===== src/rtl/axi_lite_pkg.sv =====
// Shared AXI4-Lite types, widths and address-window decode for the
// interconnect and its register-bank slaves.
package axi_lite_pkg;

  localparam int AXI_ADDR_WIDTH = 32;
  localparam int AXI_DATA_WIDTH = 32;
  localparam int AXI_STRB_WIDTH = AXI_DATA_WIDTH / 8;

  typedef enum logic [1:0] {
    OKAY   = 2'b00,
    SLVERR = 2'b10,
    DECERR = 2'b11
  } resp_t;

  typedef enum logic {
    W_IDLE = 1'b0,
    W_RESP = 1'b1
  } w_state_t;

  typedef enum logic {
    R_IDLE = 1'b0,
    R_RESP = 1'b1
  } r_state_t;

  // One paired write: address, data and byte strobes as seen at commit.
  typedef struct packed {
    logic [AXI_ADDR_WIDTH-1:0] addr;
    logic [AXI_DATA_WIDTH-1:0] data;
    logic [AXI_STRB_WIDTH-1:0] strb;
  } axi_lite_bus_t;

  // True when addr falls in [base, base + 4*nregs); subtracting first keeps
  // the upper bound from overflowing near the top of the address space.
  function automatic logic in_range(input logic [AXI_ADDR_WIDTH-1:0] addr,
                                    input logic [AXI_ADDR_WIDTH-1:0] base,
                                    input int unsigned nregs);
    logic [AXI_ADDR_WIDTH-1:0] off;
    off = addr - base;
    return (addr >= base) && (off < AXI_ADDR_WIDTH'(nregs * 4));
  endfunction

endpackage


===== src/rtl/axi_lite_slave_regs_if.sv =====
// AXI4-Lite slave-side bus bundle plus FSM state debug taps.
// Handshake rule: a transfer happens on a rising aclk where valid and ready are
// both 1; a source holds valid and its payload stable until that edge.
interface axi_lite_slave_regs_if
  import axi_lite_pkg::*;
#(
  parameter int ADDR_WIDTH = AXI_ADDR_WIDTH,
  parameter int DATA_WIDTH = AXI_DATA_WIDTH
);
  localparam int STRB_WIDTH = DATA_WIDTH / 8;

  logic [ADDR_WIDTH-1:0] awaddr;
  logic                  awvalid;
  logic                  awready;
  logic [DATA_WIDTH-1:0] wdata;
  logic [STRB_WIDTH-1:0] wstrb;
  logic                  wvalid;
  logic                  wready;
  logic [1:0]            bresp;
  logic                  bvalid;
  logic                  bready;
  logic [ADDR_WIDTH-1:0] araddr;
  logic                  arvalid;
  logic                  arready;
  logic [DATA_WIDTH-1:0] rdata;
  logic [1:0]            rresp;
  logic                  rvalid;
  logic                  rready;
  w_state_t              w_state_dbg;
  r_state_t              r_state_dbg;

  modport master (
    output awaddr, awvalid, wdata, wstrb, wvalid, bready, araddr, arvalid, rready,
    input  awready, wready, bresp, bvalid, arready, rdata, rresp, rvalid,
    input  w_state_dbg, r_state_dbg
  );

  modport slave (
    input  awaddr, awvalid, wdata, wstrb, wvalid, bready, araddr, arvalid, rready,
    output awready, wready, bresp, bvalid, arready, rdata, rresp, rvalid,
    output w_state_dbg, r_state_dbg
  );

endinterface


===== src/rtl/axi_lite_wr_collector.sv =====
// Captures AW and W independently, in either order, and emits a one-cycle
// commit with the paired address/data/strobes once both are available.
module axi_lite_wr_collector
  import axi_lite_pkg::*;
(
  input  logic                      aclk,
  input  logic                      areset_n,
  input  logic                      idle,
  input  logic [AXI_ADDR_WIDTH-1:0] awaddr,
  input  logic                      awvalid,
  output logic                      awready,
  input  logic [AXI_DATA_WIDTH-1:0] wdata,
  input  logic [AXI_STRB_WIDTH-1:0] wstrb,
  input  logic                      wvalid,
  output logic                      wready,
  output logic                      commit,
  output axi_lite_bus_t             wr
);

  logic                      aw_held;
  logic                      w_held;
  logic [AXI_ADDR_WIDTH-1:0] addr_q;
  logic [AXI_DATA_WIDTH-1:0] data_q;
  logic [AXI_STRB_WIDTH-1:0] strb_q;
  logic                      aw_hs;
  logic                      w_hs;

  assign awready = areset_n && idle && !aw_held;
  assign wready  = areset_n && idle && !w_held;
  assign aw_hs   = awvalid && awready;
  assign w_hs    = wvalid && wready;

  // Commit on the edge where the later half arrives, or both arrive together.
  assign commit  = (aw_held || aw_hs) && (w_held || w_hs);

  always_comb begin
    wr.addr = aw_held ? addr_q : awaddr;
    wr.data = w_held  ? data_q : wdata;
    wr.strb = w_held  ? strb_q : wstrb;
  end

  always_ff @(posedge aclk) begin
    if (!areset_n) begin
      aw_held <= 1'b0;
      w_held  <= 1'b0;
      addr_q  <= '0;
      data_q  <= '0;
      strb_q  <= '0;
    end else if (commit) begin
      aw_held <= 1'b0;
      w_held  <= 1'b0;
    end else begin
      if (aw_hs) begin
        aw_held <= 1'b1;
        addr_q  <= awaddr;
      end
      if (w_hs) begin
        w_held <= 1'b1;
        data_q <= wdata;
        strb_q <= wstrb;
      end
    end
  end

endmodule


===== src/rtl/axi_lite_slave_regs.sv =====
// AXI4-Lite register bank of NUM_REGS words at BASE_ADDR with independent
// write and read paths; out-of-window accesses answer SLVERR.
module axi_lite_slave_regs
  import axi_lite_pkg::*;
#(
  parameter int                      ADDR_WIDTH = AXI_ADDR_WIDTH,
  parameter int                      DATA_WIDTH = AXI_DATA_WIDTH,
  parameter logic [ADDR_WIDTH-1:0]   BASE_ADDR  = 32'h0,
  parameter int                      NUM_REGS   = 4
) (
  input  logic                  aclk,
  input  logic                  areset_n,
  axi_lite_slave_regs_if.slave  bus
);

  localparam int STRB_WIDTH = DATA_WIDTH / 8;
  localparam int IDX_W      = (NUM_REGS > 1) ? $clog2(NUM_REGS) : 1;

  function automatic logic [IDX_W-1:0] reg_index(input logic [ADDR_WIDTH-1:0] a);
    logic [ADDR_WIDTH-1:0] off;
    off = a - BASE_ADDR;
    return IDX_W'(off >> 2);
  endfunction

  logic [DATA_WIDTH-1:0] regs [NUM_REGS];

  w_state_t      w_state, w_next;
  r_state_t      r_state, r_next;
  logic          commit;
  axi_lite_bus_t wr;
  logic          wr_ok;
  logic [IDX_W-1:0] wr_idx;
  resp_t         bresp_q;
  logic          ar_hs;
  logic          rd_ok;
  logic [IDX_W-1:0] rd_idx;
  logic [DATA_WIDTH-1:0] rdata_q;
  resp_t         rresp_q;

  axi_lite_wr_collector u_wr_collector (
    .aclk     (aclk),
    .areset_n (areset_n),
    .idle     (w_state == W_IDLE),
    .awaddr   (bus.awaddr),
    .awvalid  (bus.awvalid),
    .awready  (bus.awready),
    .wdata    (bus.wdata),
    .wstrb    (bus.wstrb),
    .wvalid   (bus.wvalid),
    .wready   (bus.wready),
    .commit   (commit),
    .wr       (wr)
  );

  assign wr_ok  = in_range(wr.addr, BASE_ADDR, NUM_REGS);
  assign wr_idx = reg_index(wr.addr);
  assign rd_ok  = in_range(bus.araddr, BASE_ADDR, NUM_REGS);
  assign rd_idx = reg_index(bus.araddr);

  assign bus.bvalid      = (w_state == W_RESP);
  assign bus.bresp       = bresp_q;
  assign bus.arready     = areset_n && (r_state == R_IDLE);
  assign bus.rvalid      = (r_state == R_RESP);
  assign bus.rdata       = rdata_q;
  assign bus.rresp       = rresp_q;
  assign bus.w_state_dbg = w_state;
  assign bus.r_state_dbg = r_state;
  assign ar_hs           = bus.arvalid && bus.arready;

  always_ff @(posedge aclk) begin
    if (!areset_n) begin
      w_state <= W_IDLE;
      r_state <= R_IDLE;
    end else begin
      w_state <= w_next;
      r_state <= r_next;
    end
  end

  always_comb begin
    w_next = w_state;
    case (w_state)
      W_IDLE:  if (commit) w_next = W_RESP;
      W_RESP:  if (bus.bready) w_next = W_IDLE;
      default: w_next = W_IDLE;
    endcase
  end

  always_comb begin
    r_next = r_state;
    case (r_state)
      R_IDLE:  if (ar_hs) r_next = R_RESP;
      R_RESP:  if (bus.rready) r_next = R_IDLE;
      default: r_next = R_IDLE;
    endcase
  end

  // Register writes and read sampling share an edge: a read handshaking with a
  // commit to the same word captures the pre-write value.
  always_ff @(posedge aclk) begin
    if (!areset_n) begin
      for (int i = 0; i < NUM_REGS; i++) regs[i] <= '0;
      bresp_q <= OKAY;
      rdata_q <= '0;
      rresp_q <= OKAY;
    end else begin
      if (commit) begin
        bresp_q <= wr_ok ? OKAY : SLVERR;
        if (wr_ok) begin
          for (int k = 0; k < STRB_WIDTH; k++)
            if (wr.strb[k]) regs[wr_idx][8*k +: 8] <= wr.data[8*k +: 8];
        end
      end
      if (ar_hs) begin
        rdata_q <= rd_ok ? regs[rd_idx] : '0;
        rresp_q <= rd_ok ? OKAY : SLVERR;
      end
    end
  end

endmodule


===== src/flat_wrapper.sv =====
// flat-port wrapper written by rule: the top's interface ports become plain ports
module axi_lite_slave_regs_flat import axi_lite_pkg::*;
#(
  parameter int                      ADDR_WIDTH = AXI_ADDR_WIDTH,
  parameter int                      DATA_WIDTH = AXI_DATA_WIDTH,
  parameter logic [ADDR_WIDTH-1:0]   BASE_ADDR  = 32'h0,
  parameter int                      NUM_REGS   = 4
)
  (aclk, areset_n, bus_awaddr, bus_awvalid, bus_wdata, bus_wstrb, bus_wvalid, bus_bready, bus_araddr, bus_arvalid, bus_rready, bus_awready, bus_wready, bus_bresp, bus_bvalid, bus_arready, bus_rdata, bus_rresp, bus_rvalid, bus_w_state_dbg, bus_r_state_dbg);
  axi_lite_slave_regs_if #(.ADDR_WIDTH(ADDR_WIDTH), .DATA_WIDTH(DATA_WIDTH)) bus_i ();
  input  logic aclk;
  input  logic areset_n;
  input wire logic [$bits(bus_i.awaddr)-1:0] bus_awaddr;
  input wire logic [$bits(bus_i.awvalid)-1:0] bus_awvalid;
  input wire logic [$bits(bus_i.wdata)-1:0] bus_wdata;
  input wire logic [$bits(bus_i.wstrb)-1:0] bus_wstrb;
  input wire logic [$bits(bus_i.wvalid)-1:0] bus_wvalid;
  input wire logic [$bits(bus_i.bready)-1:0] bus_bready;
  input wire logic [$bits(bus_i.araddr)-1:0] bus_araddr;
  input wire logic [$bits(bus_i.arvalid)-1:0] bus_arvalid;
  input wire logic [$bits(bus_i.rready)-1:0] bus_rready;
  output wire logic [$bits(bus_i.awready)-1:0] bus_awready;
  output wire logic [$bits(bus_i.wready)-1:0] bus_wready;
  output wire logic [$bits(bus_i.bresp)-1:0] bus_bresp;
  output wire logic [$bits(bus_i.bvalid)-1:0] bus_bvalid;
  output wire logic [$bits(bus_i.arready)-1:0] bus_arready;
  output wire logic [$bits(bus_i.rdata)-1:0] bus_rdata;
  output wire logic [$bits(bus_i.rresp)-1:0] bus_rresp;
  output wire logic [$bits(bus_i.rvalid)-1:0] bus_rvalid;
  output wire logic [$bits(bus_i.w_state_dbg)-1:0] bus_w_state_dbg;
  output wire logic [$bits(bus_i.r_state_dbg)-1:0] bus_r_state_dbg;
  assign bus_i.awaddr = bus_awaddr;
  assign bus_i.awvalid = bus_awvalid;
  assign bus_i.wdata = bus_wdata;
  assign bus_i.wstrb = bus_wstrb;
  assign bus_i.wvalid = bus_wvalid;
  assign bus_i.bready = bus_bready;
  assign bus_i.araddr = bus_araddr;
  assign bus_i.arvalid = bus_arvalid;
  assign bus_i.rready = bus_rready;
  assign bus_awready = bus_i.awready;
  assign bus_wready = bus_i.wready;
  assign bus_bresp = bus_i.bresp;
  assign bus_bvalid = bus_i.bvalid;
  assign bus_arready = bus_i.arready;
  assign bus_rdata = bus_i.rdata;
  assign bus_rresp = bus_i.rresp;
  assign bus_rvalid = bus_i.rvalid;
  assign bus_w_state_dbg = bus_i.w_state_dbg;
  assign bus_r_state_dbg = bus_i.r_state_dbg;
  axi_lite_slave_regs #(.ADDR_WIDTH(ADDR_WIDTH), .DATA_WIDTH(DATA_WIDTH), .BASE_ADDR(BASE_ADDR), .NUM_REGS(NUM_REGS)) u_core (.aclk(aclk), .areset_n(areset_n), .bus(bus_i));
endmodule

===== config.mk =====
export PLATFORM = sky130hd
export DESIGN_NAME = axi_lite_slave_regs_flat
export DESIGN_NICKNAME = d
export VERILOG_FILES = /design/src/rtl/axi_lite_pkg.sv /design/src/rtl/axi_lite_slave_regs_if.sv /design/src/rtl/axi_lite_wr_collector.sv /design/src/rtl/axi_lite_slave_regs.sv /design/src/flat_wrapper.sv
export SDC_FILE = /design/constraint.sdc
export NUM_CORES = 1
export LEC_CHECK = 0
export ABC_AREA = 1
export BUFFER_PORTS_ARGS = -buffer_cell sky130_fd_sc_hd__buf_2
export CAP_MARGIN = 0
export CORE_AREA = 2 2 104 207
export CTS_CLUSTER_SIZE = 40
export DETAILED_ROUTE_END_ITERATION = 8
export DIE_AREA = 0 0 106 209
export GPL_ROUTABILITY_DRIVEN = 0
export GPL_TIMING_DRIVEN = 0
export PLACE_DENSITY = 0.73
export SETUP_SLACK_MARGIN = 0.02
export SLEW_MARGIN = 0
export SYNTH_ARGS = -nofsm -noshare
export SYNTH_HDL_FRONTEND = slang
export SYNTH_SLANG_ARGS = --single-unit
export TNS_END_PERCENT = 10

===== constraint.sdc =====
create_clock -name aclk -period 2.3 [get_ports aclk]
set_input_delay 0.46 -clock aclk [delete_from_list [all_inputs] [get_ports aclk]]
set_output_delay 0.46 -clock aclk [all_outputs]
set_load 0.02 [all_outputs]

==> results by group <==
Power
  – Net Sw Frac: 0.238
  – Internal power: about 7 mW
  – Maximum VDD drop: around 0.72 mV
  – Clk pwr share: 0.400
  – Register share of total power: 0.502
  – Switch Pwr: 2.19 mW
  – PwrDens: about 750 nW/um2
  – Leakage Power: a little over 5 nW
  – Gate power share: 0.098

Clock tree
  – Hold buffers post-CTS: 0
  – Clk slew on worst S/H paths: 0.07 ns
  – CTS Buf Count: 22
  – Root Driver: clkbuf_16
  – Max Buffers Root-to-Sink: 3
  – CTS tree: yes
  – CTS Sinks: 232
  – Skew-Pair Late Insertion Delay: around 0.5 ns
  – CTS HTree Levels: 1

STA
  – Final setup vio count: 8
  – Clock skew: between 0.008 and 0.009 ns
  – Setup tns final: -0.0487 ns
  – Period utilization: 1.00
  – Final hold violation count: 0
  – Max-slew headroom: 0.470
  – RSZ-0062 raised after global routing: yes
  – Max Slew Vio Count: 0
  – Worst slew pin tran: approximately 0.80 ns
  – Max Freq: 433 MHz
  – Tmin final: approximately 2.3 ns
  – Final Worst Setup Slack: -0.0113 ns

Finish
  – Most common cell after layout, fill and taps aside: nor2_1
  – FILL cells: between 1500 and 2000
  – Fin nets: approximately 1400
  – Sequential Area: between 5000 and 6000 um2
  – Area growth, synth to finish: 21.7%
  – Fin util: 0.596
  – Finished Layout Cells: approximately 1600
  – N_diodes: 0
  – Most frequent cells in the layout: 238 x nor2_1, 175 x nand2_1, 141 x buf_2
  – Multi-input logic area: between 3000 and 4000 um2
  – Share of layout cells above drive strength 1: 0.197
  – Design area: about 12000 um2

Status
  – Status: complete, but fails checks
  – Failing checks: negative setup slack

Place
  – IO Port Bufs: 140
  – Placed Area: between 10000 and 15000 um2
  – Placed cells: between 1500 and 2000
  – Pre-CTS setup slack: -0.522 ns
  – Detailed Place HPWL: around 18 mm

Routing
  – Wire per inst: approximately 16 um
  – Routed Antenna Nets: 0
  – Drt first-iter violations: ~480
  – Routed via count: ~8600
  – DR vias/cell: about 5.3
  – Drc violations: 0
  – DR pass1 iterations: 5
  – Final wirelength: between 20 and 30 mm

Setup path
  – CP Capture Type: register
  – Worst Setup Start Kind: register
  – Worst Path Required: between 2 and 2.5 ns
  – Crit Path Category: reg2reg
  – Worst EP arrival: 2.51 ns
  – Critical path's largest stage delay: around 0.34 ns
  – Worst-path maximum fanout: 8
  – Critical path cell sequence: buf_6, inv_1, nor2_1, nand3_1, nor2_1, nand2_1, nand2_2, nand4_1, nand2_4, buf_6, nand4_1, nand2_4
  – Crit-path slowest cell: dfxtp_2

Logic synthesis
  – Synthesis-stage register bit count: about 230
  – Top-area cell type share of the netlist area: 0.379
  – Synth warn: 0
  – Mapped Area: roughly 10000 um2
  – Top_reg_cell synth: edfxtp_1
  – Asr flop ratio synth: 0
  – Synth area leaders: edfxtp_1 38%, dfxtp_1 21%, nor2_1 8.8%
  – Area leader, netlist: edfxtp_1
  – Sequential area share after synthesis: 0.584
  – Synth cell types: 33
  – EDFF count, synth: between 100 and 150
  – Mapped Cells: between 1000 and 1500
  – Avg Cell Area, Syn: between 8 and 9 um2

Global route
  – GRT Residual Overflow: 0
  – Largest net degree at the start of global routing: 16
  – Via count of the first global-routing pass: approximately 8400
  – Initial antenna violation count: 0
  – GRT Util Overall: 0.230
  – First-pass GRT wire length: around 41 mm

Die
  – # IOs: 150
  – Core area: 20700 um2
  – Row cnt: 75
  – Die W: around 110 um
  – Die footprint: 22200 um2
  – Die height: 209 um
  – Initial Util: 0.489

Flow run
  – Max-Cap Viols: 0

Min path
  – Min-delay worst type: in2reg
[cell families after synthesis]
group                  synth area share
other                          0.000370
and+or+nand+nor                   0.204
AOI/OAI and AO/OA                 0.141
buffers and inverters            0.0709
DFF                               0.584
[synthesized netlist by cell type (2+ instances only)]
cell type,instances
nor2_1,238
nand2_1,193
o21ai_0,133
edfxtp_1,128
inv_1,106
dfxtp_1,104
a21oi_1,90
clkbuf_1,57
o32ai_1,32
nor2_2,9
nand3_1,8
nand4_4,8
buf_4,5
inv_2,5
nor4_1,5
buf_2,4
nand4_1,4
and2_0,3
nand2_2,2
nand2_4,2
nand4_2,2
nor3_1,2
or2_2,2
[state kept, by name, summed over array words and instances (netlist names)]
register and flops:
u_core.bus.rresp 1, u_core.regs 128, u_core.bus.bvalid 1, u_core.u_wr_collector.aw_held 1, u_core.bus.bresp 1, u_core.bus.rdata 32, u_core.u_wr_collector.addr_q 30, u_core.u_wr_collector.strb_q 4
u_core.u_wr_collector.data_q 32, u_core.bus.r_state_dbg 1, u_core.u_wr_collector.w_held 1
[timing repair]
| item | 4_1_cts | 5_1_grt |
|---|---|---|
| buffers inserted | 9 | 13 |
| gates resized for setup | 23 | 21 |
| pin swaps | 3 | 11 |
| hold endpoints to repair | 0 | 0 |
| endpoints found under the setup margin | 149 | 246 |
[path summary, 6_finish.rpt]
kind / slack (ns) / cells after the start / to / startpoint
max reg2reg: -0.01 / 12 / u_core.regs[0][23] / u_core.u_wr_collector.aw_held
max: -0.01 / 12 / u_core.regs[0][23] / u_core.u_wr_collector.aw_held
min reg2reg: 0.45 / 2 / u_core.bus.rresp[1] / u_core.bus.rresp[1]
min: 0.14 / 2 / u_core.bus.bvalid / bus_bready
[critical path, delay by kind of cell, from the launching register on]
family	cells	cell delay, ns
simple gates	9	1.35
flops	1	0.34
buf+inv	3	0.31
[area by class of cell]
cell class / instances / share of cell area
Multi-Input combinational cell: 742 / 0.300
Buffer: 68 / 0.0266
Tap cell: 269 / 0.0273
Clock inverter: 13 / 0.0110
Timing Repair Buffer: 162 / 0.0724
Clock buffer: 26 / 0.0483
Inverter: 111 / 0.0342
Sequential cell: 232 / 0.480
[per-layer routing]
layer / global-route usage / part of all wire / vias to the layer above
met2: 0.404 / 0.50 / 362
li1: - / - / 4201
met4: 0.0880 / 0.034 / 0
met3: 0.0278 / 0.065 / 67
met5: 0 / 0 / -
met1: 0.286 / 0.40 / 3981
[stage by stage]
step | hold WS, ns | power (mW)
final | 0.136 | 9.22
after detailed placement | 0.446 | 5.57
after floorplan | 0.429 | 5.26
after global routing | 0.138 | 9.54
after CTS | 0.125 | 9.24
after global placement | 0.440 | 5.54
[power by group through the flow]
stage                     logic, mW  clock network (mW)  registers, mW
final                         0.906                3.69           4.63
after global routing           1.01                3.89           4.64
after CTS                     0.886                3.73           4.62
after detailed placement      0.864                   0           4.71
after global placement        0.839                   0           4.70
after floorplan               0.563                   0           4.70
Power figures use the tool's default switching activity.
